### config.mk
export PLATFORM = sky130hd
export DESIGN_NAME = uart_bus_bridge_flat
export DESIGN_NICKNAME = d
export VERILOG_FILES = /design/src/rtl/uart_bridge_pkg.sv /design/src/rtl/uart_bus_bridge_if.sv /design/src/rtl/bridge_shift32.sv /design/src/rtl/uart_bus_bridge.sv /design/src/flat_wrapper.sv
export SDC_FILE = /design/constraint.sdc
export NUM_CORES = 1
export LEC_CHECK = 0
export CORE_UTILIZATION = 35
export CTS_BUF_LIST = sky130_fd_sc_hd__clkbuf_8 sky130_fd_sc_hd__clkbuf_16
export DETAILED_ROUTE_END_ITERATION = 8
export GPL_TIMING_DRIVEN = 0
export PLACE_DENSITY = 0.64
export SLEW_MARGIN = 10
export SYNTH_ARGS = -nofsm -noshare
export SYNTH_HDL_FRONTEND = slang
export SYNTH_SLANG_ARGS = --single-unit
### constraint.sdc
create_clock -name clk -period 4.67 [get_ports clk]
set_clock_uncertainty 0.1 [all_clocks]
set_input_delay 0.934 -clock clk [delete_from_list [all_inputs] [get_ports clk]]
set_output_delay 0.934 -clock clk [all_outputs]
set_load 0.1 [all_outputs]
### src/rtl/uart_bridge_pkg.sv
// Shared types and byte codes for the UART-to-bus debug bridge.
// The CHK state exists only when UART_BRIDGE_CHECKSUM_EN is defined.
package uart_bridge_pkg;

    typedef enum logic [2:0] {
        IDLE,
        ADDR,
        DATA,
`ifdef UART_BRIDGE_CHECKSUM_EN
        CHK,
`endif
        BUS_WR,
        BUS_RD,
        SEND
    } bridge_state_e;

    localparam logic [7:0] CMD_WRITE = 8'h57;
    localparam logic [7:0] CMD_READ  = 8'h52;
    localparam logic [7:0] RSP_ACK   = 8'h4B;
    localparam logic [7:0] RSP_BAD   = 8'h3F;
    localparam logic [7:0] RSP_ERR   = 8'h45;

endpackage

### src/rtl/uart_bus_bridge_if.sv
// UART byte stream and CPU data bus signals seen by the bridge.
// master = bridge side, slave = UART/bus side.
interface uart_bus_bridge_if;
    logic [7:0]  rx_data_i;
    logic        rx_valid_i;
    logic [7:0]  tx_data_o;
    logic        tx_valid_o;
    logic        tx_ready_i;
    logic [31:0] bus_addr_o;
    logic [31:0] bus_wdata_o;
    logic        bus_we_o;
    logic [3:0]  bus_wstrb_o;
    logic [31:0] bus_rdata_i;
    logic        bus_busy_o;
    logic        overrun_o;

    modport master (
        input  rx_data_i, rx_valid_i, tx_ready_i, bus_rdata_i,
        output tx_data_o, tx_valid_o, bus_addr_o, bus_wdata_o,
               bus_we_o, bus_wstrb_o, bus_busy_o, overrun_o
    );

    modport slave (
        output rx_data_i, rx_valid_i, tx_ready_i, bus_rdata_i,
        input  tx_data_o, tx_valid_o, bus_addr_o, bus_wdata_o,
               bus_we_o, bus_wstrb_o, bus_busy_o, overrun_o
    );
endinterface

### src/rtl/bridge_shift32.sv
// 32-bit MSB-first byte shift-in register with a 2-bit byte counter.
// done is high on the load that completes the fourth byte.
module bridge_shift32 (
    input  logic        clk,
    input  logic        reset,
    input  logic        clr,
    input  logic        load,
    input  logic [7:0]  byte_in,
    output logic [31:0] value,
    output logic        done
);

    logic [1:0] cnt;

    always_ff @(posedge clk) begin
        if (reset || clr) begin
            value <= 32'h0;
            cnt   <= 2'd0;
        end else if (load) begin
            value <= {value[23:0], byte_in};
            cnt   <= cnt + 2'd1;
        end
    end

    assign done = load && (cnt == 2'd3);

endmodule

### src/rtl/uart_bus_bridge.sv
// UART byte-command to 32-bit bus initiator ('W' write, 'R' read).
// Define UART_BRIDGE_CHECKSUM_EN to require an XOR checksum byte on writes.
module uart_bus_bridge
    import uart_bridge_pkg::*;
#(
    parameter int READ_LATENCY   = 1,
    parameter int TIMEOUT_CYCLES = 1000000
) (
    input  logic              clk,
    input  logic              reset,
    uart_bus_bridge_if.master br
);

    localparam logic [31:0] TO_LAST  = 32'(TIMEOUT_CYCLES - 1);
    localparam logic [15:0] RD_LAST  = 16'(READ_LATENCY);

    bridge_state_e state_q, state_d;

    logic        sr_clr, addr_ld, data_ld, addr_done, data_done;
    logic        rsp_ld;
    logic [7:0]  rsp_byte;
    logic [31:0] tx_buf;
    logic [1:0]  tx_cnt;
    logic [15:0] rd_cnt;
    logic [31:0] to_cnt;
    logic        is_write;
    logic        overrun_q;
    logic        rx_state, busy_state, rd_last, timeout;
`ifdef UART_BRIDGE_CHECKSUM_EN
    logic [7:0]  chk_acc;
`endif

    bridge_shift32 u_addr (
        .clk(clk), .reset(reset), .clr(sr_clr), .load(addr_ld),
        .byte_in(br.rx_data_i), .value(br.bus_addr_o), .done(addr_done)
    );

    bridge_shift32 u_data (
        .clk(clk), .reset(reset), .clr(sr_clr), .load(data_ld),
        .byte_in(br.rx_data_i), .value(br.bus_wdata_o), .done(data_done)
    );

`ifdef UART_BRIDGE_CHECKSUM_EN
    assign rx_state = (state_q == ADDR) || (state_q == DATA) || (state_q == CHK);
`else
    assign rx_state = (state_q == ADDR) || (state_q == DATA);
`endif
    assign busy_state = (state_q == BUS_WR) || (state_q == BUS_RD) || (state_q == SEND);
    assign rd_last    = (rd_cnt == RD_LAST);
    assign timeout    = (TIMEOUT_CYCLES != 0) && (to_cnt == TO_LAST) && !br.rx_valid_i;

    always_ff @(posedge clk) begin
        if (reset) state_q <= IDLE;
        else       state_q <= state_d;
    end

    always_comb begin
        state_d  = state_q;
        sr_clr   = 1'b0;
        addr_ld  = 1'b0;
        data_ld  = 1'b0;
        rsp_ld   = 1'b0;
        rsp_byte = RSP_ACK;
        case (state_q)
            IDLE: begin
                if (br.rx_valid_i) begin
                    sr_clr = 1'b1;
                    if (br.rx_data_i == CMD_WRITE || br.rx_data_i == CMD_READ) begin
                        state_d = ADDR;
                    end else begin
                        state_d  = SEND;
                        rsp_ld   = 1'b1;
                        rsp_byte = RSP_BAD;
                    end
                end
            end
            ADDR: begin
                if (timeout) begin
                    state_d = IDLE;
                end else if (br.rx_valid_i) begin
                    addr_ld = 1'b1;
                    if (addr_done) state_d = is_write ? DATA : BUS_RD;
                end
            end
            DATA: begin
                if (timeout) begin
                    state_d = IDLE;
                end else if (br.rx_valid_i) begin
                    data_ld = 1'b1;
`ifdef UART_BRIDGE_CHECKSUM_EN
                    if (data_done) state_d = CHK;
`else
                    if (data_done) state_d = BUS_WR;
`endif
                end
            end
`ifdef UART_BRIDGE_CHECKSUM_EN
            CHK: begin
                if (timeout) begin
                    state_d = IDLE;
                end else if (br.rx_valid_i) begin
                    if (br.rx_data_i == chk_acc) begin
                        state_d = BUS_WR;
                    end else begin
                        state_d  = SEND;
                        rsp_ld   = 1'b1;
                        rsp_byte = RSP_ERR;
                    end
                end
            end
`endif
            BUS_WR: begin
                state_d = SEND;
                rsp_ld  = 1'b1;
            end
            BUS_RD: begin
                if (rd_last) state_d = SEND;
            end
            SEND: begin
                if (br.tx_ready_i && tx_cnt == 2'd0) state_d = IDLE;
            end
            default: state_d = IDLE;
        endcase
    end

    always_ff @(posedge clk) begin
        if (reset) begin
            tx_buf    <= 32'h0;
            tx_cnt    <= 2'd0;
            rd_cnt    <= 16'd0;
            to_cnt    <= 32'd0;
            is_write  <= 1'b0;
            overrun_q <= 1'b0;
        end else begin
            overrun_q <= br.rx_valid_i && busy_state;

            // Single-byte responses sit in the top byte; reads load all four.
            if (rsp_ld) begin
                tx_buf <= {rsp_byte, 24'h0};
                tx_cnt <= 2'd0;
            end else if (state_q == BUS_RD && rd_last) begin
                tx_buf <= br.bus_rdata_i;
                tx_cnt <= 2'd3;
            end else if (state_q == SEND && br.tx_ready_i) begin
                tx_buf <= {tx_buf[23:0], 8'h0};
                tx_cnt <= tx_cnt - 2'd1;
            end

            rd_cnt <= (state_q == BUS_RD) ? rd_cnt + 16'd1 : 16'd0;
            to_cnt <= (rx_state && !br.rx_valid_i) ? to_cnt + 32'd1 : 32'd0;

            if (state_q == IDLE && br.rx_valid_i) is_write <= (br.rx_data_i == CMD_WRITE);
        end
    end

`ifdef UART_BRIDGE_CHECKSUM_EN
    always_ff @(posedge clk) begin
        if (reset)                                  chk_acc <= 8'h0;
        else if (state_q == IDLE && br.rx_valid_i)  chk_acc <= br.rx_data_i;
        else if (rx_state && br.rx_valid_i)         chk_acc <= chk_acc ^ br.rx_data_i;
    end
`endif

    assign br.tx_valid_o  = (state_q == SEND);
    assign br.tx_data_o   = tx_buf[31:24];
    assign br.bus_we_o    = (state_q == BUS_WR);
    assign br.bus_wstrb_o = (state_q == BUS_WR) ? 4'hF : 4'h0;
    assign br.bus_busy_o  = (state_q != IDLE);
    assign br.overrun_o   = overrun_q;

endmodule

### src/flat_wrapper.sv
// flat-port wrapper written by rule: the top's interface ports become plain ports
module uart_bus_bridge_flat import uart_bridge_pkg::*;
#(
    parameter int READ_LATENCY   = 1,
    parameter int TIMEOUT_CYCLES = 1000000
)
  (clk, reset, br_rx_data_i, br_rx_valid_i, br_tx_ready_i, br_bus_rdata_i, br_tx_data_o, br_tx_valid_o, br_bus_addr_o, br_bus_wdata_o, br_bus_we_o, br_bus_wstrb_o, br_bus_busy_o, br_overrun_o);
  uart_bus_bridge_if br_i ();
  input  logic clk;
  input  logic reset;
  input wire logic [$bits(br_i.rx_data_i)-1:0] br_rx_data_i;
  input wire logic [$bits(br_i.rx_valid_i)-1:0] br_rx_valid_i;
  input wire logic [$bits(br_i.tx_ready_i)-1:0] br_tx_ready_i;
  input wire logic [$bits(br_i.bus_rdata_i)-1:0] br_bus_rdata_i;
  output wire logic [$bits(br_i.tx_data_o)-1:0] br_tx_data_o;
  output wire logic [$bits(br_i.tx_valid_o)-1:0] br_tx_valid_o;
  output wire logic [$bits(br_i.bus_addr_o)-1:0] br_bus_addr_o;
  output wire logic [$bits(br_i.bus_wdata_o)-1:0] br_bus_wdata_o;
  output wire logic [$bits(br_i.bus_we_o)-1:0] br_bus_we_o;
  output wire logic [$bits(br_i.bus_wstrb_o)-1:0] br_bus_wstrb_o;
  output wire logic [$bits(br_i.bus_busy_o)-1:0] br_bus_busy_o;
  output wire logic [$bits(br_i.overrun_o)-1:0] br_overrun_o;
  assign br_i.rx_data_i = br_rx_data_i;
  assign br_i.rx_valid_i = br_rx_valid_i;
  assign br_i.tx_ready_i = br_tx_ready_i;
  assign br_i.bus_rdata_i = br_bus_rdata_i;
  assign br_tx_data_o = br_i.tx_data_o;
  assign br_tx_valid_o = br_i.tx_valid_o;
  assign br_bus_addr_o = br_i.bus_addr_o;
  assign br_bus_wdata_o = br_i.bus_wdata_o;
  assign br_bus_we_o = br_i.bus_we_o;
  assign br_bus_wstrb_o = br_i.bus_wstrb_o;
  assign br_bus_busy_o = br_i.bus_busy_o;
  assign br_overrun_o = br_i.overrun_o;
  uart_bus_bridge #(.READ_LATENCY(READ_LATENCY), .TIMEOUT_CYCLES(TIMEOUT_CYCLES)) u_core (.clk(clk), .reset(reset), .br(br_i));
endmodule
* Yosys cells after proc, flatten, opt, wreduce, memory -nomap -nowiden *
Cells that the tools add are included.

operators by class
  $add $sub $neg = 5
  equality and inequality tests = 18
  mux-type cells = 29
  bitwise gates (word level) = 2
  reduce and logical (&&, ||, !) cells = 24

operator list
  kind                     count
  $mux W32                 3
  $mux W3                  11
  $add A32 B1 Y32 const B  1
  $eq A32 B20 Y1 const B   1
  $pmux W3 S6              1
  $add A16 B1 Y16 const B  1
  $eq A16 B1 Y1 const B    1
  $eq A8 B7 Y1 const B     2
  $mux W8                  2
  $logic_and A1 B1 Y1      9
  $mux W1                  7
  $mux W7                  1
  $reduce_and A7 Y1        1
  $eq A3 B2 Y1 const B     2
  $eq A3 B3 Y1 const B     2
  $ne A3 B1 Y1 const B     2
  $ne A3 B2 Y1 const B     2
  $reduce_bool A3 Y1       2
  $reduce_or A2 Y1         3
  $logic_or A1 B1 Y1       5
  $add A2 B1 Y2 const B    2
  $eq A2 B2 Y1 const B     2
  $mux W2                  2
  $mux W4                  1
  other kinds (10)         12

storage, ports and cells
  register bits after elaboration = 155
  input bits = 44
  word-level logic and storage cells = 90

* Logic depth before layout (Yosys ltp) *
  word-level depth = 9
  mapped depth = 9
  depth with buffers taken out = 7

* By module *
A second synthesis with hierarchy kept.

second synthesis, totals
  cell total of the unflattened synthesis = 708
  area, all modules = 6,653.9 sq um

by module, submodules not included
  module           instances  cells each  area an instance (sq um)  sequential area each (sq um)
  uart_bus_bridge  1          482         4,101.4                   1,741.7
  bridge_shift32   2          113         1,276.2                   680.7

* Least setup slack after synthesis *
OpenSTA, ideal clock, no wires.

  path kind = register -> output
  from = register u_core.state_q[2]
  to = output port br_bus_wstrb_o[0]
  data arrival time = 1.955 ns
  required time = 3.636 ns
  slack = 1.681 ns
  stages on the path, launching flop included = 6
  path buffers = 2
  path through = dfxtp_1 > buf_2 > nor2b_1 > nand2_1 > inv_1 > buf_4

on the way
  word-level cells in the longest chain between the ends = 2

RTL lines
  element                 line                    text
  start, declared         uart_bus_bridge.sv:17   bridge_state_e state_q, state_d;
  start signal, assigned  uart_bus_bridge.sv:54   else state_q <= state_d;
  $eq A3 B2 Y1            --
  via br_bus_we_o         flat_wrapper.sv:19      output wire logic [$bits(br_i.bus_we_o)-1:0] br_bus_we_o;
  $mux W4                 uart_bus_bridge.sv:167  assign br.bus_wstrb_o = (state_q == BUS_WR) ? 4'hF : 4'h0;
  end, declared           flat_wrapper.sv:20      output wire logic [$bits(br_i.bus_wstrb_o)-1:0] br_bus_wstrb_o;

The timed path passes the listed nets, and every way through them passes these cells.

* Final worst setup path *
  from = register u_core.state_q[0]
  to = output port br_bus_wstrb_o[0]

on the way
  word-level cells in the longest chain between the ends = 2

RTL lines
  element       line
  $eq A3 B2 Y1  uart_bus_bridge.sv:167
  $mux W4       uart_bus_bridge.sv:167

Every way passes these cells.

==> qor.csv <==
stage,metric,value,unit
clocking,path_clk_slew,0.06,ns
logic_synthesis,synth_area_leaders,"dfxtp_1, nand2_1, a21oi_1, nor2_1, xnor2_1",
global_routing,grt_use_total,0.182,
cells_and_area,n_antenna_cell,0,
logic_synthesis,synthArstFlopShare,0,
outcome,status,completed,
die,die_area,0.0189,mm²
clocking,cts_tree,built,
clocking,clock_sinks,155,
power_and_ir_drop,cellPowerDensity,402,mW/mm²
clocking,postCtsSetupRepairBufs,0,
logic_synthesis,synth_top_area_cell,dfxtp_1,
logic_synthesis,synthAdderAreaFrac,0.0117,
timing,rsz0062_at_grt,no,
clocking,postCtsHoldBufs,0,
cells_and_area,drive_gt1_frac,0.0578,
clocking,h-tree-depth,4,
logic_synthesis,synth_most_common_cell,nand2_1,
timing,finalWorstSetupSlack,0.647,ns
setup_path,cp.arrival,2.99,ns
logic_synthesis,avgSynthCellArea,8.25,µm²
global_routing,grt-ovfl-total,0,
setup_path,worstSetupPathType,flip-flop to output port,
die,fp.dieH,138,µm
setup_path,crit_fanout,8,
place,routabilityCongestion,0.788,
setup_path,reg2regPathDepth,7,
setup_path,endpoint_kind,output port,
detailed_routing,avgViaCountPerCell,4.92,
global_routing,grt_pass1_vias,5353,
logic_synthesis,synth-simple-area-share,0.247,
cells_and_area,syn_to_final_growth,33.0,%
cells_and_area,nFillCells,1766,
logic_synthesis,synth_compound_area_frac,0.130,
power_and_ir_drop,peakVddDrop,0.264,mV
logic_synthesis,synth_top_family_by_area,simple AND/OR/NAND/NOR gates,
die,coreArea,0.0180,mm²
detailed_routing,drt_iter0_markers,221,
die,die_w,138,µm
timing,finalHoldViolations,0,
die,start_util,0.358,
logic_synthesis,ys_ff_latch,155,
logic_synthesis,synthXorXnorAreaFrac,0.0531,
die,rows,49,
logic_synthesis,synth_flop_cell,dfxtp_1,
power_and_ir_drop,total_power,3440,µW
logic_synthesis,synth_edf_count,0,
place,portBuffers,123,
logic_synthesis,synth_nets,830,
place,hpwl,12.0,mm
timing,slew_violations,0,
detailed_routing,first_pass_iters,5,
setup_path,worstPathRequired,3.64,ns
detailed_routing,via_count,5726,
clocking,clk_path_buf_depth,2,
logic_synthesis,synthCells,780,
detailed_routing,wirelength,16.5,mm
hold_path,hold_path.class,flip-flop to flip-flop,
clocking,cts_resized,0,
timing,fin_setup_tns,0,ns
detailed_routing,drc_errors,0,
timing,finalCriticalPeriod,4.02,ns
logic_synthesis,synth_area,0.00644,mm²
timing,clock.fmax,0.249,GHz
timing,period_share,0.862,
clocking,cts_buffers,17,
place,dp_worst_setup_slack,1.10,ns
global_routing,grt_pass1_wl,26.8,mm
hold_path,holdPathStages,1,
power_and_ir_drop,p_leak,0.00286,µW
die,ioPinCount,124,
logic_synthesis,synthTopCellsByCount,"nand2_1, dfxtp_1, a21oi_1",
logic_synthesis,seq_area_frac_synth,0.482,
logic_synthesis,ys_warn_count,0,
detailed_routing,wl_per_cell,14.2,µm
cells_and_area,nets,972,
logic_synthesis,synth_top_area_share,0.482,
global_routing,grt_max_degree,17,
detailed_routing,drtAntennaViolNets,0,
global_routing,antenna_found_initial,0,
logic_synthesis,synthMuxAreaShare,0.0249,
job,cap_violations,0,
clocking,worstSkewPairLatency,0.43,ns
clocking,root_buffer,clkbuf_16,
timing,slew_headroom,0.315,
timing,worstMarginPinSlew,1.02,ns
setup_path,worstSetupStartpointType,flip-flop,
timing,finalSetupViolations,0,
logic_synthesis,ys_types,47,
[placed cells by master, fill, tap and decap left out, types with 10 or more instances in the layout]
cell type        synthesis  final
nor3_1                  14     14
clkdlybuf4s50_1          0    123
or3_1                   10     10
clkbuf_1                38     38
nand4_1                 15     15
o21ai_0                 10     10
buf_4                   12     12
clkbuf_16                0     17
xor2_1                  17     17
nand2_1                157    157
nand3_1                 31     31
nor4_1                  12     12
a21oi_1                 96     96
nor2_1                  67     67
dfxtp_1                155    155
mux2i_1                 16     16
xnor2_1                 22     22
inv_1                   14     18
a211oi_1                17     17
[through the flow]
| stage | instance area, µm² | std cells | utilization | hold WS (ns) |
|---|---|---|---|---|
| 2_1_floorplan | 6440 | 780 | - | 0.313 |
| 3_3_place_gp | 7950 | 1132 | 0.443 | 0.321 |
| 3_5_place_dp | 7950 | 1132 | 0.443 | 0.337 |
| 4_1_cts | 8560 | 1164 | 0.477 | 0.346 |
| 5_1_grt | 8560 | 1164 | 0.477 | 0.381 |
| 6_report | 8560 | 1164 | 0.477 | 0.337 |
[registers in the layout, summed over array words and instances (netlist names)]
name                 count
u_core.tx_buf           32
u_core.rd_cnt           16
u_core.br.overrun_o      1
u_core.state_q           3
u_core.u_data.value     32
u_core.u_addr.cnt        2
u_core.tx_cnt            2
u_core.u_data.cnt        2
u_core.u_addr.value     32
u_core.to_cnt           32
u_core.is_write          1
[final timing paths]
kind                                  start                       endpoint  slack, ns
max          u_core.state_q[0]$_SDFFE_PP0P_              br_bus_wstrb_o[0]       0.65
max reg2reg  u_core.state_q[2]$_SDFFE_PP0P_  u_core.tx_buf[5]$_SDFFE_PP0P_       2.18
min reg2reg     u_core.to_cnt[0]$_SDFF_PP0_    u_core.to_cnt[0]$_SDFF_PP0_       0.34
min             u_core.to_cnt[0]$_SDFF_PP0_    u_core.to_cnt[0]$_SDFF_PP0_       0.34
[critical path, stage by stage, from the launching register on]
cell             delay (ns)
dfxtp_1                0.45
nor2b_1                0.31
nand2_1                0.22
inv_1                  0.29
buf_4                  0.16
clkdlybuf4s50_1        1.12
[layout make-up]
| cell class | instances | area, µm² | share of cell area |
|---|---|---|---|
| Clock inverter | 15 | 184 | 0.0215 |
| Clock buffer | 17 | 425 | 0.0497 |
| Sequential cell | 155 | 3100 | 0.362 |
| Buffer | 60 | 280 | 0.0327 |
| Inverter | 14 | 52.6 | 0.00614 |
| Multi-Input combinational cell | 551 | 3000 | 0.350 |
| Timing Repair Buffer | 123 | 1230 | 0.144 |
| Tap cell | 229 | 287 | 0.0335 |
[where the power goes]
part	total (µW)	internal [µW]	switching, µW
clock	1430	885	544
sequential	1390	1360	27.0
combinational	628	188	440
total	3440	2430	1010
[cell families (layout without fill, tap and decap cells)]
family | Yosys count | in the layout
and+or+nand+nor | 346 | 346
DFF | 155 | 155
AOI/OAI and AO/OA | 144 | 144
adders and majority gates | 6 | 6
buffers and inverters | 74 | 229
muxes | 16 | 16
xor gates and xnor gates | 39 | 39
[per-layer routing]
metal,wire length [µm],global-route usage,up-vias
met1,7820,0.246,2657
met3,750,0.0511,12
met2,7780,0.282,108
met5,0,0,-
li1,-,-,2949
met4,165,0.0501,0
No activity file was read; power rests on OpenSTA's default activity.
